**config.mk**
```make
export PLATFORM = sky130hd
export DESIGN_NAME = eth_rx_slot_writer_flat
export DESIGN_NICKNAME = d
export VERILOG_FILES = /design/src/rtl/eth_rx_slot_writer_if.sv /design/src/rtl/eth_rx_slot_writer.sv /design/src/flat_wrapper.sv
export SDC_FILE = /design/constraint.sdc
export NUM_CORES = 1
export LEC_CHECK = 0
export CAP_MARGIN = 20
export CORE_MARGIN = 10
export CORE_UTILIZATION = 57
export CTS_BUF_LIST = sky130_fd_sc_hd__clkbuf_16
export DETAILED_ROUTE_END_ITERATION = 6
export GPL_TIMING_DRIVEN = 0
export MAX_ROUTING_LAYER = met4
export PLACE_DENSITY = 0.77
export SYNTH_ARGS = -nofsm -noshare
export SYNTH_HDL_FRONTEND = slang
export SYNTH_SLANG_ARGS = --single-unit
```
**constraint.sdc**
```tcl
create_clock -name clk -period 4.29 [get_ports clk]
set_input_delay 0.6435 -clock clk [delete_from_list [all_inputs] [get_ports clk]]
set_output_delay 0.6435 -clock clk [all_outputs]
set_load 0.1 [all_outputs]
```
**src/rtl/eth_rx_slot_writer_if.sv**
```systemverilog
`default_nettype none
// ----------------------------------------------------------------------------
// eth_rx_slot_writer_if : MAC rx stream, frame-buffer port A and host status
// Rev 1.0
// ----------------------------------------------------------------------------
interface eth_rx_slot_writer_if #(
  parameter int SLOT_BITS    = 3,
  parameter int SLOT_HW_BITS = 10,
  parameter int AW           = 13,
  parameter int LW           = 12
);
  logic [7:0]           rx_data;
  logic                 rx_valid;
  logic                 rx_sof;
  logic                 rx_eof;
  logic                 rx_err;
  logic [AW-1:0]        mem_addr;
  logic [15:0]          mem_din;
  logic [1:0]           mem_we;
  logic                 mem_en;
  logic                 host_consume;
  logic                 frm_avail;
  logic [SLOT_BITS:0]   frm_count;
  logic [SLOT_BITS-1:0] frm_slot;
  logic [LW-1:0]        frm_len;
  logic [15:0]          drop_cnt;

  modport master (
    output rx_data, rx_valid, rx_sof, rx_eof, rx_err, host_consume,
    input  mem_addr, mem_din, mem_we, mem_en,
    input  frm_avail, frm_count, frm_slot, frm_len, drop_cnt
  );

  modport slave (
    input  rx_data, rx_valid, rx_sof, rx_eof, rx_err, host_consume,
    output mem_addr, mem_din, mem_we, mem_en,
    output frm_avail, frm_count, frm_slot, frm_len, drop_cnt
  );
endinterface
`default_nettype wire

```
**src/rtl/eth_rx_slot_writer.sv**
```systemverilog
`default_nettype none
// ----------------------------------------------------------------------------
// eth_rx_slot_writer : writes rx bytes into a ring of frame-buffer slots
// Rev 1.0
// ----------------------------------------------------------------------------
module eth_rx_slot_writer #(
  parameter int SLOT_BITS    = 3,
  parameter int SLOT_HW_BITS = 10,
  parameter int AW           = 13,
  parameter int LW           = 12
) (
  input  wire logic          clk,
  input  wire logic          rst,
  eth_rx_slot_writer_if.slave bus
);

  localparam logic [1:0]    S_IDLE     = 2'd0;
  localparam logic [1:0]    S_RECV     = 2'd1;
  localparam logic [1:0]    S_DROP     = 2'd2;
  localparam int            NSLOT      = 1 << SLOT_BITS;
  localparam int            CW         = SLOT_BITS + 1;
  localparam logic [LW-1:0] SLOT_BYTES = LW'(2 ** (SLOT_HW_BITS + 1));

  logic [1:0]           r_state;
  logic [1:0]           w_state_nxt;
  logic [SLOT_BITS-1:0] r_wr_slot;
  logic [SLOT_BITS-1:0] r_rd_slot;
  logic [LW-1:0]        r_byte_cnt;
  logic [CW-1:0]        r_frm_count;
  logic [LW-1:0]        r_len [NSLOT];
  logic [15:0]          r_drop_cnt;
  logic                 r_mem_en;
  logic [1:0]           r_mem_we;
  logic [AW-1:0]        r_mem_addr;
  logic [15:0]          r_mem_din;

  logic                 w_full;
  logic                 w_slot_full;
  logic                 w_wr;
  logic                 w_commit;
  logic                 w_consume;
  logic [1:0]           w_drop_add;
  logic [LW-1:0]        w_pos;
  logic [LW-1:0]        w_cnt_nxt;
  logic [16:0]          w_drop_sum;

  assign w_full      = r_frm_count[SLOT_BITS];
  assign w_slot_full = (r_byte_cnt == SLOT_BYTES);
  assign w_consume   = bus.host_consume && (r_frm_count != '0);
  assign w_drop_sum  = {1'b0, r_drop_cnt} + 17'(w_drop_add);

  always_ff @(posedge clk) begin
    if (rst) r_state <= S_IDLE;
    else     r_state <= w_state_nxt;
  end

  always_comb begin
    w_state_nxt = r_state;
    case (r_state)
      S_IDLE, S_DROP: begin
        if (bus.rx_valid) begin
          if (bus.rx_sof)
            w_state_nxt = bus.rx_eof ? S_IDLE : (w_full ? S_DROP : S_RECV);
          else if (bus.rx_eof && (r_state == S_DROP))
            w_state_nxt = S_IDLE;
        end
      end
      S_RECV: begin
        if (bus.rx_valid) begin
          if (bus.rx_eof)
            w_state_nxt = S_IDLE;
          else if (!bus.rx_sof && w_slot_full)
            w_state_nxt = S_DROP;
        end
      end
      default: w_state_nxt = S_IDLE;
    endcase
  end

  // w_pos is the byte offset of the sampled byte inside the current slot
  always_comb begin
    w_wr       = 1'b0;
    w_commit   = 1'b0;
    w_drop_add = 2'd0;
    w_pos      = r_byte_cnt;
    w_cnt_nxt  = r_byte_cnt;
    case (r_state)
      S_IDLE, S_DROP: begin
        if (bus.rx_valid && bus.rx_sof) begin
          w_pos = '0;
          if (w_full) begin
            w_drop_add = 2'd1;
            w_cnt_nxt  = '0;
          end else begin
            w_wr      = 1'b1;
            w_cnt_nxt = LW'(1);
          end
        end
      end
      S_RECV: begin
        if (bus.rx_valid) begin
          if (bus.rx_sof) begin
            w_drop_add = 2'd1;
            w_pos      = '0;
            w_wr       = 1'b1;
            w_cnt_nxt  = LW'(1);
          end else if (w_slot_full) begin
            w_drop_add = 2'd1;
            w_cnt_nxt  = '0;
          end else begin
            w_wr      = 1'b1;
            w_cnt_nxt = r_byte_cnt + LW'(1);
          end
        end
      end
      default: ;
    endcase
    if (w_wr && bus.rx_eof) begin
      w_cnt_nxt = '0;
      if (bus.rx_err) w_drop_add = w_drop_add + 2'd1;
      else            w_commit   = 1'b1;
    end
  end

  always_ff @(posedge clk) begin
    if (rst) begin
      r_wr_slot   <= '0;
      r_rd_slot   <= '0;
      r_byte_cnt  <= '0;
      r_frm_count <= '0;
      r_drop_cnt  <= '0;
      r_mem_en    <= 1'b0;
      r_mem_we    <= 2'b00;
      r_mem_addr  <= '0;
      r_mem_din   <= '0;
      for (int i = 0; i < NSLOT; i++) r_len[i] <= '0;
    end else begin
      r_byte_cnt <= w_cnt_nxt;
      r_mem_en   <= w_wr;
      r_mem_we   <= w_wr ? (w_pos[0] ? 2'b10 : 2'b01) : 2'b00;
      if (w_wr) begin
        r_mem_addr <= {r_wr_slot, w_pos[LW-2:1]};
        r_mem_din  <= {bus.rx_data, bus.rx_data};
      end
      if (w_commit) begin
        r_len[r_wr_slot] <= w_pos + LW'(1);
        r_wr_slot        <= r_wr_slot + SLOT_BITS'(1);
      end
      if (w_consume) r_rd_slot <= r_rd_slot + SLOT_BITS'(1);
      case ({w_commit, w_consume})
        2'b10:   r_frm_count <= r_frm_count + CW'(1);
        2'b01:   r_frm_count <= r_frm_count - CW'(1);
        default: r_frm_count <= r_frm_count;
      endcase
      r_drop_cnt <= w_drop_sum[16] ? 16'hFFFF : w_drop_sum[15:0];
    end
  end

  assign bus.mem_en    = r_mem_en;
  assign bus.mem_we    = r_mem_we;
  assign bus.mem_addr  = r_mem_addr;
  assign bus.mem_din   = r_mem_din;
  assign bus.frm_count = r_frm_count;
  assign bus.frm_avail = (r_frm_count != '0);
  assign bus.frm_slot  = r_rd_slot;
  assign bus.frm_len   = (r_frm_count != '0) ? r_len[r_rd_slot] : '0;
  assign bus.drop_cnt  = r_drop_cnt;

endmodule
`default_nettype wire
```
**src/flat_wrapper.sv**
```systemverilog
// flat-port wrapper written by rule: the top's interface ports become plain ports
module eth_rx_slot_writer_flat 
#(
  parameter int SLOT_BITS    = 3,
  parameter int SLOT_HW_BITS = 10,
  parameter int AW           = 13,
  parameter int LW           = 12
)
  (clk, rst, bus_rx_data, bus_rx_valid, bus_rx_sof, bus_rx_eof, bus_rx_err, bus_host_consume, bus_mem_addr, bus_mem_din, bus_mem_we, bus_mem_en, bus_frm_avail, bus_frm_count, bus_frm_slot, bus_frm_len, bus_drop_cnt);
  eth_rx_slot_writer_if #(.SLOT_BITS(SLOT_BITS), .SLOT_HW_BITS(SLOT_HW_BITS), .AW(AW), .LW(LW)) bus_i ();
  input  wire logic clk;
  input  wire logic rst;
  input wire logic [$bits(bus_i.rx_data)-1:0] bus_rx_data;
  input wire logic [$bits(bus_i.rx_valid)-1:0] bus_rx_valid;
  input wire logic [$bits(bus_i.rx_sof)-1:0] bus_rx_sof;
  input wire logic [$bits(bus_i.rx_eof)-1:0] bus_rx_eof;
  input wire logic [$bits(bus_i.rx_err)-1:0] bus_rx_err;
  input wire logic [$bits(bus_i.host_consume)-1:0] bus_host_consume;
  output wire logic [$bits(bus_i.mem_addr)-1:0] bus_mem_addr;
  output wire logic [$bits(bus_i.mem_din)-1:0] bus_mem_din;
  output wire logic [$bits(bus_i.mem_we)-1:0] bus_mem_we;
  output wire logic [$bits(bus_i.mem_en)-1:0] bus_mem_en;
  output wire logic [$bits(bus_i.frm_avail)-1:0] bus_frm_avail;
  output wire logic [$bits(bus_i.frm_count)-1:0] bus_frm_count;
  output wire logic [$bits(bus_i.frm_slot)-1:0] bus_frm_slot;
  output wire logic [$bits(bus_i.frm_len)-1:0] bus_frm_len;
  output wire logic [$bits(bus_i.drop_cnt)-1:0] bus_drop_cnt;
  assign bus_i.rx_data = bus_rx_data;
  assign bus_i.rx_valid = bus_rx_valid;
  assign bus_i.rx_sof = bus_rx_sof;
  assign bus_i.rx_eof = bus_rx_eof;
  assign bus_i.rx_err = bus_rx_err;
  assign bus_i.host_consume = bus_host_consume;
  assign bus_mem_addr = bus_i.mem_addr;
  assign bus_mem_din = bus_i.mem_din;
  assign bus_mem_we = bus_i.mem_we;
  assign bus_mem_en = bus_i.mem_en;
  assign bus_frm_avail = bus_i.frm_avail;
  assign bus_frm_count = bus_i.frm_count;
  assign bus_frm_slot = bus_i.frm_slot;
  assign bus_frm_len = bus_i.frm_len;
  assign bus_drop_cnt = bus_i.drop_cnt;
  eth_rx_slot_writer #(.SLOT_BITS(SLOT_BITS), .SLOT_HW_BITS(SLOT_HW_BITS), .AW(AW), .LW(LW)) u_core (.clk(clk), .rst(rst), .bus(bus_i));
endmodule
```
Word-level counts from Yosys, hierarchy flattened:

Memories as Yosys holds them, arrays and structs flattened. A register that Yosys moved wholly into a read port is not among the register bits.
Cells that the tools add are included.

* flip-flop bits (word level): 72
* RAM bits: 96
* input bits: 15
* output and inout bits: 68
* logic and storage cells: 95
* memories: 1

* $add $sub $neg: 8
* equality and inequality tests: 10
* multiplexer cells: 49
* bitwise logic cells: 1
* reductions and logical operators: 16

Memory list
* u_core.r_len: words 8, bits a word 12, rd ports 1, clocked after memory_dff 1, wr ports 8, line eth_rx_slot_writer.sv:30 `logic [LW-1:0] r_len [NSLOT];`

Operators with widths (count)
* $mux 12: 9
* $pmux 12 s2: 2
* $mux 2: 14
* $add 12x1->12 const B: 2
* $add 16x2->17: 1
* $mux 1: 16
* $mux 16: 1
* $eq 12x12->1 const B: 1
* $reduce_or 12->1: 1
* $mux 3: 3
* $pmux 2 s2: 2
* $pmux 4 s2: 1
* $add 3x1->3 const B: 2
* $ne 3x2->1 const B: 2
* $reduce_or 2->1: 3
* $logic_and 1x1->1: 5
* $add 4x1->4 const B: 1
* $eq 2x1->1 const B: 2
* $eq 2x2->1 const B: 2
* $ne 2x2->1 const B: 2
* $reduce_and 4->1: 1
* $reduce_bool 2->1: 2
* $reduce_bool 4->1: 1
* $sub 4x1->4 const B: 1
* 7 further kinds: 7

Longest topological paths before layout:

Gate-level depths: netlist of the first run.

* word-level depth: 12
* depth in mapped cells: 16

Worst setup path before layout of the first run:

OpenSTA, ideal clock, no wires.

* path kind: register to register
* from: reg u_core.r_frm_count[3] (netlist: u_core.bus.frm_count[3])
* to: reg u_core.r_drop_cnt[1] (netlist: u_core.bus.drop_cnt[1])
* library setup time: 0.070 ns
* arrival time: 3.521 ns
* required time: 4.220 ns
* setup slack: 0.699 ns
* cell stages (with the launch flop): 15
* path buffers: 3
* clock period less this slack: 3.591 ns
* cells stage by stage: dfxtp_1 > nand2b_1 > and3_4 > o21ai_2 > buf_4 > mux2_1 > ha_1 > inv_1 > fa_1 > and3b_1 > clkbuf_1 > and3_1 > buf_2 > nand2_1 > a21oi_1

* longest elaborated chain between the ends: 8
* elaborated cells between the ends (all ways): 12
* classes of those cells: add/sub: 2; mux: 9; reduce/logical: 1

Ends and longest elaborated chain
* start: declaration: line eth_rx_slot_writer.sv:29 `logic [CW-1:0] r_frm_count;`
* start signal: assignment: line eth_rx_slot_writer.sv:151 `2'b10: r_frm_count <= r_frm_count + CW'(1);`
* start signal: assignment: line eth_rx_slot_writer.sv:152 `2'b01: r_frm_count <= r_frm_count - CW'(1);`
* start signal: assignment: line eth_rx_slot_writer.sv:153 `default: r_frm_count <= r_frm_count;`
* $mux 1: line eth_rx_slot_writer.sv:91 `if (w_full) begin`
* $mux 2: line eth_rx_slot_writer.sv:89 `if (bus.rx_valid && bus.rx_sof) begin`
* $pmux 2 s2: line eth_rx_slot_writer.sv:87 `case (r_state)`
* $add 2x1->2: line eth_rx_slot_writer.sv:120 `if (bus.rx_err) w_drop_add = w_drop_add + 2'd1;`
* $mux 2: line eth_rx_slot_writer.sv:120
* $mux 2 (*): line eth_rx_slot_writer.sv:118 `if (w_wr && bus.rx_eof) begin`
* $add 16x2->17 (*): line eth_rx_slot_writer.sv:50 `assign w_drop_sum = {1'b0, r_drop_cnt} + 17'(w_drop_add);`
* $mux 16 (*): line eth_rx_slot_writer.sv:155 `r_drop_cnt <= w_drop_sum[16] ? 16'hFFFF : w_drop_sum[15:0];`
* end signal: assignment: line eth_rx_slot_writer.sv:155
* end: declaration: line eth_rx_slot_writer.sv:31 `logic [15:0] r_drop_cnt;`

Every way passes the cells marked *; elsewhere a longest branch is shown, timed or not.
A chain may end at the register's enable or synchronous reset.

==> results of run 1 <==
==> sequential cells by signal, summed over array words and instances, names as in the netlist, 2 cells and up, named ones only <==
| name | count |
|---|---|
| u_core.bus.drop_cnt | 16 |
| u_core.bus.frm_count | 4 |
| u_core.bus.frm_slot | 3 |
| u_core.bus.mem_addr | 13 |
| u_core.bus.mem_din | 8 |
| u_core.bus.mem_we | 2 |
| u_core.r_byte_cnt | 12 |
| u_core.r_len | 96 |
| u_core.r_state | 2 |
| u_core.r_wr_slot | 3 |
==> cells in the mapped netlist (9+ instances only) <==
cell type  count
nand3_1       54
ha_1          11
clkbuf_1      20
a31oi_1        9
buf_2         25
a21oi_1       45
inv_1         18
nand2_1       29
nor2_1        85
nor3_1        55
o21ai_1       13
mux4_2        24
dfxtp_1       67
buf_4         11
mux2i_1       18
edfxtp_1      96
==> power groups by stage <==
stage | Sequential (mW) | Clock [mW] | Combinational (mW)
floorplan | 1.87 | 0 | 0.500
global placement | 1.77 | 0 | 0.766
detailed placement | 1.78 | 0 | 0.785
CTS | 1.74 | 1.45 | 0.791
global route | 1.75 | 1.51 | 0.830
finish | 1.74 | 1.43 | 0.786
==> worst min-delay path, stage by stage (launching register included) <==
cell and delay, ns:
dfxtp_1 0.31, nand3_1 0.06, a21oi_1 0.05
==> layer usage <==
metal | wire, µm | vias to the layer above | GRT usage
met1 | 8242 | 3152 | 0.2513
li1 | - | 2981 | -
met3 | 1273 | 44 | 0.05410
met5 | 0 | - | -
met4 | 531 | 0 | 0.08370
met2 | 11040 | 249 | 0.3761
==> kinds of logic (layout without fill, tap and decap cells) <==
| kind of cell | Yosys count | in the layout | synth area share |
|---|---|---|---|
| simple gates | 298 | 298 | 0.1954 |
| compound gates | 123 | 123 | 0.1045 |
| mux | 48 | 48 | 0.09685 |
| fa+ha+maj | 13 | 13 | 0.02173 |
| buf+inv | 84 | 203 | 0.05110 |
| flops | 163 | 163 | 0.5165 |
| xor+xnor | 13 | 13 | 0.01392 |
==> through the flow <==
step	hold slack, ns	util
CTS	0.4722	0.7004
finish	0.4718	0.7021
global placement	0.4536	0.6580
floorplan	0.4906	-
detailed placement	0.4560	0.6606
global route	0.4976	0.7021
==> final cells by class <==
| class | count | share of cell area |
|---|---|---|
| plain buffers | 65 | 0.03529 |
| multi-input cells | 495 | 0.3600 |
| flip-flops and latches | 163 | 0.4301 |
| repair buffers | 87 | 0.08765 |
| inverters | 19 | 0.007262 |
| clock buffers | 19 | 0.04841 |
| clock inverters | 13 | 0.008281 |
| well taps | 180 | 0.02293 |
==> worst paths after layout <==
| path | start | end | slack [ns] | cells after the start |
|---|---|---|---|---|
| setup / recovery | flip-flop | bus_frm_len[2] | 0.31 | 6 |
| hold / removal | u_core.bus.mem_addr[3] | u_core.bus.mem_addr[3] | 0.47 | 2 |
| setup reg to reg | u_core.r_byte_cnt[0] | u_core.bus.drop_cnt[4] | 0.51 | 16 |
| hold reg to reg | u_core.bus.mem_addr[3] | u_core.bus.mem_addr[3] | 0.47 | 2 |
==> flow_summary.json, run 1 <==
{
  "status": "completed",
  "final.min_clock_period_ns": 3.980,
  "netlist_area_mm2": 0.008178,
  "synth_seq_cells": 163,
  "placementRows": 43,
  "synth.area.top_cells": "edfxtp_1, dfxtp_1, mux4_2",
  "syn_area_per_cell_um2": 11.02,
  "synth_edf_count": 96,
  "first_global_vias": 6589,
  "initial_utilization": 0.5846,
  "end_kind": "output port",
  "fin_ws_ns": 0.3097,
  "clk_pin_slew_ns": 0.06,
  "final_cells": 1041,
  "fin_area_mm2": 0.009821,
  "gr-total-overflow": 0,
  "dieHeight_um": 139.8,
  "rsz0062_at_grt": "no",
  "cap_violations": 0,
  "die-area_mm2": 0.01954,
  "seq_power_share": 0.440,
  "clk_latency_ns": 0.43,
  "drt_pass1_iterations": 6,
  "critPathMaxStageDelay_ns": 1.15,
  "cp.required_ns": 3.65,
  "yosys_warnings": 0,
  "path_buf_inv": 3,
  "htreeDepth": 4,
  "synth_top_area_share": 0.3525,
  "multiInputGateArea_mm2": 0.003536,
  "dpl.hpwl_um": 15750,
  "report.power.total_mw": 3.962,
  "cp_slowest_cell": "clkdlybuf4s50_1",
  "placed_cell_area_mm2": 0.009241,
  "synth_top_area_cell": "edfxtp_1",
  "leakage_nw": 3.274,
  "path_cells": "buf_1 -> clkbuf_1 -> mux4_2 -> mux2i_1 -> nor2_1 -> clkdlybuf4s50_1",
  "max_freq_mhz": 251.2,
  "dr_total_vias": 6426,
  "worst_slew_pin_slew_ns": 1.090,
  "fin_crit_sh": 0.9278,
  "layout_commonest_cell": "edfxtp_1",
  "placed_cells": 1006,
  "yosysSeqAreaShare": 0.5165,
  "synth-main-ff-cell": "edfxtp_1",
  "netlist_instances": 742,
  "die_x_um": 139.8,
  "arrival_ns": 3.34,
  "cts_hold_buffers": 0,
  "post-route-drc-count": 0,
  "setup-violations-final": 0,
  "syn_to_final_growth_pct": 20.09,
  "ioPinCount": 83,
  "power_density_mw_per_mm2": 403.5,
  "place.gp.congestion": 0.9060,
  "hold_path_class": "flip-flop to flip-flop",
  "io_buffers": 80,
  "clockPowerShare": 0.362,
  "grt_usage": 0.2230,
  "routed_wl_um": 21090,
  "vdd_ir_drop_max_mv": 0.2524,
  "max_slew_margin": 0.2718,
  "place_worst_setup_slack_ns": 0.03933,
  "cts_resized": 0,
  "switching_share": 0.3052,
  "n_fill_cell": 1034,
  "ys_types": 73,
  "wl_per_cell_um": 20.26,
  "seqCellArea_mm2": 0.004224,
  "antenna_found_initial": 0,
  "finClkSkew_ns": 0.005997,
  "fin_nets": 876,
  "cp-start-kind": "flip-flop",
  "clk_path_buf_depth": 2,
  "path_max_fanout": 10,
  "syn-num-nets": 770,
  "internal_power_mw": 2.753,
  "tns_ns": 0,
  "post-cts-setup-buffer-count": 0,
  "pwr-share-comb": 0.198,
  "path_class": "flip-flop to output port",
  "drt-initial-drc-count": 472,
  "ant_nets": 0,
  "cts_buffers": 17,
  "grt_pass1_wl_um": 34420,
  "tritoncts": "done",
  "diodes": 0,
  "cts.sinks": 163,
  "drive_above_1_share": 0.1568,
  "core_area_mm2": 0.01399,
  "vias_per_cell": 6.173,
  "layout_common_cells": "edfxtp_1, nor2_1, clkdlybuf4s50_1, dfxtp_1, nor3_1",
  "power_switching_mw": 1.209,
  "grt_max_degree": 17,
  "crit_family": "buffers and inverters",
  "finalHoldViolCount": 0,
  "cts_root_buffer": "clkbuf_16",
  "slew_violations": 0,
  "synthArstFlopShare": 0
}
Note: power is estimated with default switching activity, not from simulation.
==> inputs of run 2 (changes only) <==
--- a/config.mk
+++ b/config.mk
@@ -6,13 +6,16 @@
 export NUM_CORES = 1
 export LEC_CHECK = 0
 export CAP_MARGIN = 20
-export CORE_MARGIN = 10
-export CORE_UTILIZATION = 57
+export CELL_PAD_IN_SITES_DETAIL_PLACEMENT = 1
+export CELL_PAD_IN_SITES_GLOBAL_PLACEMENT = 2
+export CORE_MARGIN = 5
+export CORE_UTILIZATION = 38
 export CTS_BUF_LIST = sky130_fd_sc_hd__clkbuf_16
 export DETAILED_ROUTE_END_ITERATION = 6
 export GPL_TIMING_DRIVEN = 0
 export MAX_ROUTING_LAYER = met4
 export PLACE_DENSITY = 0.77
+export SLEW_MARGIN = 0
 export SYNTH_ARGS = -nofsm -noshare
 export SYNTH_HDL_FRONTEND = slang
 export SYNTH_SLANG_ARGS = --single-unit
==> flow_summary.json, run 2 (synthesized netlist as in run 1, its figures left out) <==
{
  "end_kind": "flip-flop",
  "place_worst_setup_slack_ns": -0.07186,
  "wl_per_cell_um": 20.89,
  "die-area_mm2": 0.02455,
  "ant_nets": 0,
  "status": "completed",
  "holdPathEnd": "u_core.bus.mem_addr[8]",
  "report.power.total_mw": 3.955,
  "syn_to_final_growth_pct": 21.57,
  "dpl.hpwl_um": 17800,
  "core_area_mm2": 0.02109,
  "cp.required_ns": 4.65,
  "antenna_found_initial": 0,
  "finalHoldViolCount": 0,
  "cap_violations": 0,
  "grt_usage": 0.2084,
  "drive_above_1_share": 0.1520,
  "drt_pass1_iterations": 4,
  "largest_register": "u_core.r_len",
  "worst_slew_pin_slew_ns": 0.9949,
  "gr-total-overflow": 0,
  "fin_area_mm2": 0.009942,
  "rr_startpoint": "u_core.r_byte_cnt[1]",
  "initial_utilization": 0.3878,
  "slew_violations": 0,
  "hold_path_class": "flip-flop to flip-flop",
  "layout_common_cells": "edfxtp_1, nor2_1, clkdlybuf4s50_1, dfxtp_1, nor3_1",
  "placementRows": 53,
  "cts_buffers": 17,
  "fin_nets": 877,
  "min_path_cells": 2,
  "place.gp.congestion": 0.8526,
  "clk_pin_slew_ns": 0.07,
  "rsz0062_at_grt": "no",
  "max_slew_margin": 0.3346,
  "drt-initial-drc-count": 381,
  "cts_resized": 0,
  "fin_crit_sh": 0.9166,
  "path_class": "input port to flip-flop",
  "htreeDepth": 4,
  "fin_ws_ns": 0.3576,
  "vdd_ir_drop_max_mv": 0.2643,
  "grt_pass1_wl_um": 38830,
  "tritoncts": "done",
  "finClkSkew_ns": 0.01352,
  "dieHeight_um": 156.7,
  "ioPinCount": 83,
  "vias_per_cell": 5.521,
  "leakage_nw": 3.269,
  "post-route-drc-count": 0,
  "regToRegSetupSlack_ns": 0.48,
  "r2r_end": "u_core.bus.drop_cnt[1]",
  "cp-start-kind": "input port",
  "path_max_fanout": 10,
  "setup-violations-final": 0,
  "largest_register_ff_count": 96,
  "fin_util": 0.4715,
  "grt_max_degree": 17,
  "cts_hold_buffers": 0,
  "post-cts-setup-buffer-count": 0,
  "power_density_mw_per_mm2": 397.8,
  "first_global_vias": 7038,
  "dr_total_vias": 6277,
  "routed_wl_um": 23750,
  "min-delay-start": "u_core.bus.mem_addr[8]",
  "diodes": 0,
  "io_buffers": 80,
  "reg2regPathDepth": 16,
  "cts.sinks": 163,
  "clk_latency_ns": 0.44,
  "layout_commonest_cell": "edfxtp_1",
  "max_freq_mhz": 254.3,
  "die_x_um": 156.7,
  "arrival_ns": 4.29,
  "n_fill_cell": 2306,
  "final.min_clock_period_ns": 3.932,
  "cts_root_buffer": "clkbuf_16",
  "clk_path_buf_depth": 2,
  "placed_cell_area_mm2": 0.009371
}
==> run 2: cell types whose count changed in the layout (fill, tap and decap cells not counted) <==
cell,previous run,this run
buf_4,16,15
buf_6,6,8
bufinv_16,0,1
clkbuf_16,19,17
clkinv_1,0,2
clkinv_2,2,0
clkinv_4,2,3
clkinvlp_4,2,3
inv_1,19,22
inv_2,4,1
inv_4,1,0
==> run 2: worst max-delay path by stage <==
stage | cells after the start | slack, ns | start | endpoint
2_1_floorplan | 14 | 0.70 | u_core.bus.frm_count[3] | u_core.bus.drop_cnt[1]
5_1_grt | 14 | 0.12 | bus_rx_sof | u_core.bus.drop_cnt[1]
4_1_cts | 6 | 0.25 | flip-flop | bus_frm_len[5]
3_3_place_gp | 16 | -0.002 | bus_rx_sof | u_core.bus.drop_cnt[7]
3_5_place_dp | 14 | -0.07 | bus_rx_sof | u_core.bus.drop_cnt[1]
6_report | 16 | 0.36 | bus_rx_sof | u_core.bus.drop_cnt[1]
==> run 2: metrics by stage <==
stage	cells	setup TNS [ns]	hold WS, ns
after floorplan	742	0	0.4906
after global placement	1097	-0.001863	0.4573
after detailed placement	1102	-0.4123	0.4650
after CTS	1134	0	0.4806
after global routing	1137	0	0.5018
final	1137	0	0.4740
==> run 2: layer usage <==
| metal | GRT usage | vias up | part of all wire |
|---|---|---|---|
| li1 | - | 2973 | - |
| met1 | 0.2509 | 3158 | 0.43 |
| met2 | 0.3620 | 122 | 0.52 |
| met3 | 0.03872 | 24 | 0.031 |
| met4 | 0.05165 | 0 | 0.012 |
| met5 | - | - | 0 |
==> run 2: layout make-up <==
| class | count | area (µm²) | share of cell area |
|---|---|---|---|
| clock inverter | 15 | 118.9 | 0.01196 |
| timing repair buffer | 88 | 875.8 | 0.08809 |
| buffer | 65 | 346.6 | 0.03486 |
| tap | 275 | 344.1 | 0.03461 |
| multi-input combinational | 495 | 3536 | 0.3557 |
| clock buffer | 17 | 425.4 | 0.04279 |
| sequential | 163 | 4224 | 0.4249 |
| inverter | 19 | 71.32 | 0.007173 |
==> run 2: worst max-delay path: stages <==
cell	delay, ns
clkdlybuf4s50_1	0.56
and2_1	0.23
buf_6	0.13
and3_4	0.16
o21ai_2	0.23
buf_4	0.26
mux2_1	0.17
ha_1	0.19
inv_1	0.06
fa_1	0.38
and3b_1	0.21
clkbuf_1	0.20
and3_1	0.18
buf_2	0.18
nand2_1	0.24
a21oi_1	0.24
==> run 2: power by group <==
group / total, mW / internal (mW) / switching (mW) / leakage, nW
combinational: 0.789 / 0.239 / 0.550 / 1.50
sequential: 1.74 / 1.71 / 0.0311 / 1.50
clock: 1.43 / 0.790 / 0.636 / 0.270
total: 3.96 / 2.74 / 1.22 / 3.27
==> inputs of run 3 (changes only) <==
--- a/config.mk
+++ b/config.mk
@@ -5,7 +5,7 @@
 export SDC_FILE = /design/constraint.sdc
 export NUM_CORES = 1
 export LEC_CHECK = 0
-export CAP_MARGIN = 20
+export CAP_MARGIN = 10
 export CELL_PAD_IN_SITES_DETAIL_PLACEMENT = 1
 export CELL_PAD_IN_SITES_GLOBAL_PLACEMENT = 2
 export CORE_MARGIN = 5
@@ -15,7 +15,7 @@
 export GPL_TIMING_DRIVEN = 0
 export MAX_ROUTING_LAYER = met4
 export PLACE_DENSITY = 0.77
-export SLEW_MARGIN = 0
+export SLEW_MARGIN = 20
 export SYNTH_ARGS = -nofsm -noshare
 export SYNTH_HDL_FRONTEND = slang
 export SYNTH_SLANG_ARGS = --single-unit
==> flow_summary.json, run 3 (synthesized netlist as in run 1, its figures left out) <==
{
  "status": "completed",
  "layout_common_cells": "edfxtp_1, nor2_1, clkdlybuf4s50_1, dfxtp_1, nor3_1",
  "arrival_ns": 3.33,
  "hold_path_class": "flip-flop to flip-flop",
  "die-area_mm2": 0.02455,
  "initial_utilization": 0.3878,
  "max_slew_margin": 0.3356,
  "min_path_cells": 2,
  "dpl.hpwl_um": 17480,
  "path_max_fanout": 10,
  "cts.sinks": 163,
  "drt-initial-drc-count": 378,
  "power_density_mw_per_mm2": 415.3,
  "cts_hold_buffers": 0,
  "diodes": 0,
  "place_worst_setup_slack_ns": -0.04493,
  "layout_commonest_cell": "edfxtp_1",
  "grt_pass1_wl_um": 38660,
  "dieHeight_um": 156.7,
  "ioPinCount": 83,
  "ant_nets": 0,
  "worst_slew_pin_slew_ns": 0.9935,
  "vias_per_cell": 5.593,
  "wl_per_cell_um": 20.90,
  "n_fill_cell": 2312,
  "core_area_mm2": 0.02109,
  "syn_to_final_growth_pct": 21.88,
  "leakage_nw": 3.280,
  "min-delay-start": "u_core.bus.mem_addr[6]",
  "htreeDepth": 4,
  "clk_path_buf_depth": 2,
  "clk_pin_slew_ns": 0.07,
  "drt_pass1_iterations": 4,
  "grt_max_degree": 17,
  "cp-start-kind": "flip-flop",
  "cap_violations": 0,
  "rsz0062_at_grt": "no",
  "path_class": "flip-flop to output port",
  "setup-violations-final": 0,
  "tns_ns": 0,
  "largest_register_ff_count": 96,
  "cp_slowest_cell": "clkdlybuf4s50_1",
  "place.gp.congestion": 0.8526,
  "drive_above_1_share": 0.1604,
  "cts_buffers": 17,
  "dr_total_vias": 6315,
  "first_global_vias": 7009,
  "cp.required_ns": 3.65,
  "reg2regPathDepth": 16,
  "tritoncts": "done",
  "die_x_um": 156.7,
  "finClkSkew_ns": 0.01410,
  "finalHoldViolCount": 0,
  "slew_violations": 0,
  "critPathMaxStageDelay_ns": 1.15,
  "fin_nets": 869,
  "final.min_clock_period_ns": 3.978,
  "rr_startpoint": "u_core.r_byte_cnt[1]",
  "placementRows": 53,
  "gr-total-overflow": 0,
  "routed_wl_um": 23600,
  "vdd_ir_drop_max_mv": 0.2675,
  "fin_ws_ns": 0.3117,
  "holdPathEnd": "u_core.bus.mem_addr[6]",
  "report.power.total_mw": 4.139,
  "path_cells": "buf_1 -> clkbuf_1 -> mux4_2 -> mux2i_1 -> nor2_1 -> clkdlybuf4s50_1",
  "end_kind": "output port",
  "post-route-drc-count": 0,
  "fin_crit_sh": 0.9273,
  "post-cts-setup-buffer-count": 0,
  "cts_resized": 0,
  "r2r_end": "u_core.bus.drop_cnt[1]",
  "clk_latency_ns": 0.43,
  "largest_register": "u_core.r_len",
  "grt_usage": 0.2069,
  "max_freq_mhz": 251.4,
  "io_buffers": 80,
  "cts_root_buffer": "clkbuf_16",
  "regToRegSetupSlack_ns": 0.50,
  "antenna_found_initial": 0
}
## run 3: cell types whose count changed in the layout (fill, tap and decap cells not counted), moves of 2 or more
cell / change
clkinv_1: -2
inv_1: -4
bufinv_16: +2
inv_6: +4
clkinv_4: -2
clkinvlp_4: -3
buf_4: -4
inv_8: +2
o21bai_2: +8
buf_6: -4
o21bai_1: -8
clkinv_2: +2
## run 3: metal layers
metal | track usage | wire length, µm | up-vias
met5 | - | 0 | -
met1 | 0.2559 | 10390 | 3197
li1 | - | - | 2956
met3 | 0.02655 | 737 | 26
met2 | 0.3506 | 12000 | 136
met4 | 0.07107 | 461 | 0
## run 3: through the flow
stage                       util  hold slack (ns)  cells  area, µm²
after floorplan                -           0.4906    742       8178
after global placement    0.4421           0.4573   1097       9323
after detailed placement  0.4428           0.4661   1097       9338
after CTS                 0.4719           0.4811   1129       9952
after global routing      0.4726           0.5017   1129       9967
final                     0.4726           0.4729   1129       9967
## run 3: how the worst max path moves through the flow
stage	to	slack, ns	cells after the start
floorplan	u_core.bus.drop_cnt[1]	0.70	14
global placement	u_core.bus.drop_cnt[7]	-0.002	16
detailed placement	u_core.bus.drop_cnt[1]	-0.04	14
CTS	bus_frm_len[11]	0.26	6
global route	u_core.bus.drop_cnt[1]	0.11	14
finish	bus_frm_len[11]	0.31	6
## run 3: worst max-delay path: cells and delay by family (launching register included)
kind / cells / cell delay, ns
and+or+nand+nor: 1 / 0.14
DFF: 1 / 0.31
muxes: 2 / 0.42
buffers and inverters: 3 / 2.04
## run 3: area by class of cell
| class | count | area [µm²] | area share |
|---|---|---|---|
| clock inverter | 15 | 188.9 | 0.01896 |
| multi-input combinational | 495 | 3566 | 0.3578 |
| sequential | 163 | 4224 | 0.4238 |
| buffer | 65 | 346.6 | 0.03477 |
| inverter | 19 | 71.32 | 0.007155 |
| timing repair buffer | 80 | 800.8 | 0.08034 |
| tap | 275 | 344.1 | 0.03452 |
| clock buffer | 17 | 425.4 | 0.04268 |
## run 3: power by group
group          internal [mW]  switching [mW]  total [mW]  leakage (nW)
logic                  0.235           0.547       0.782          1.48
registers               1.71          0.0309        1.74          1.50
clock network          0.933           0.685        1.62         0.303
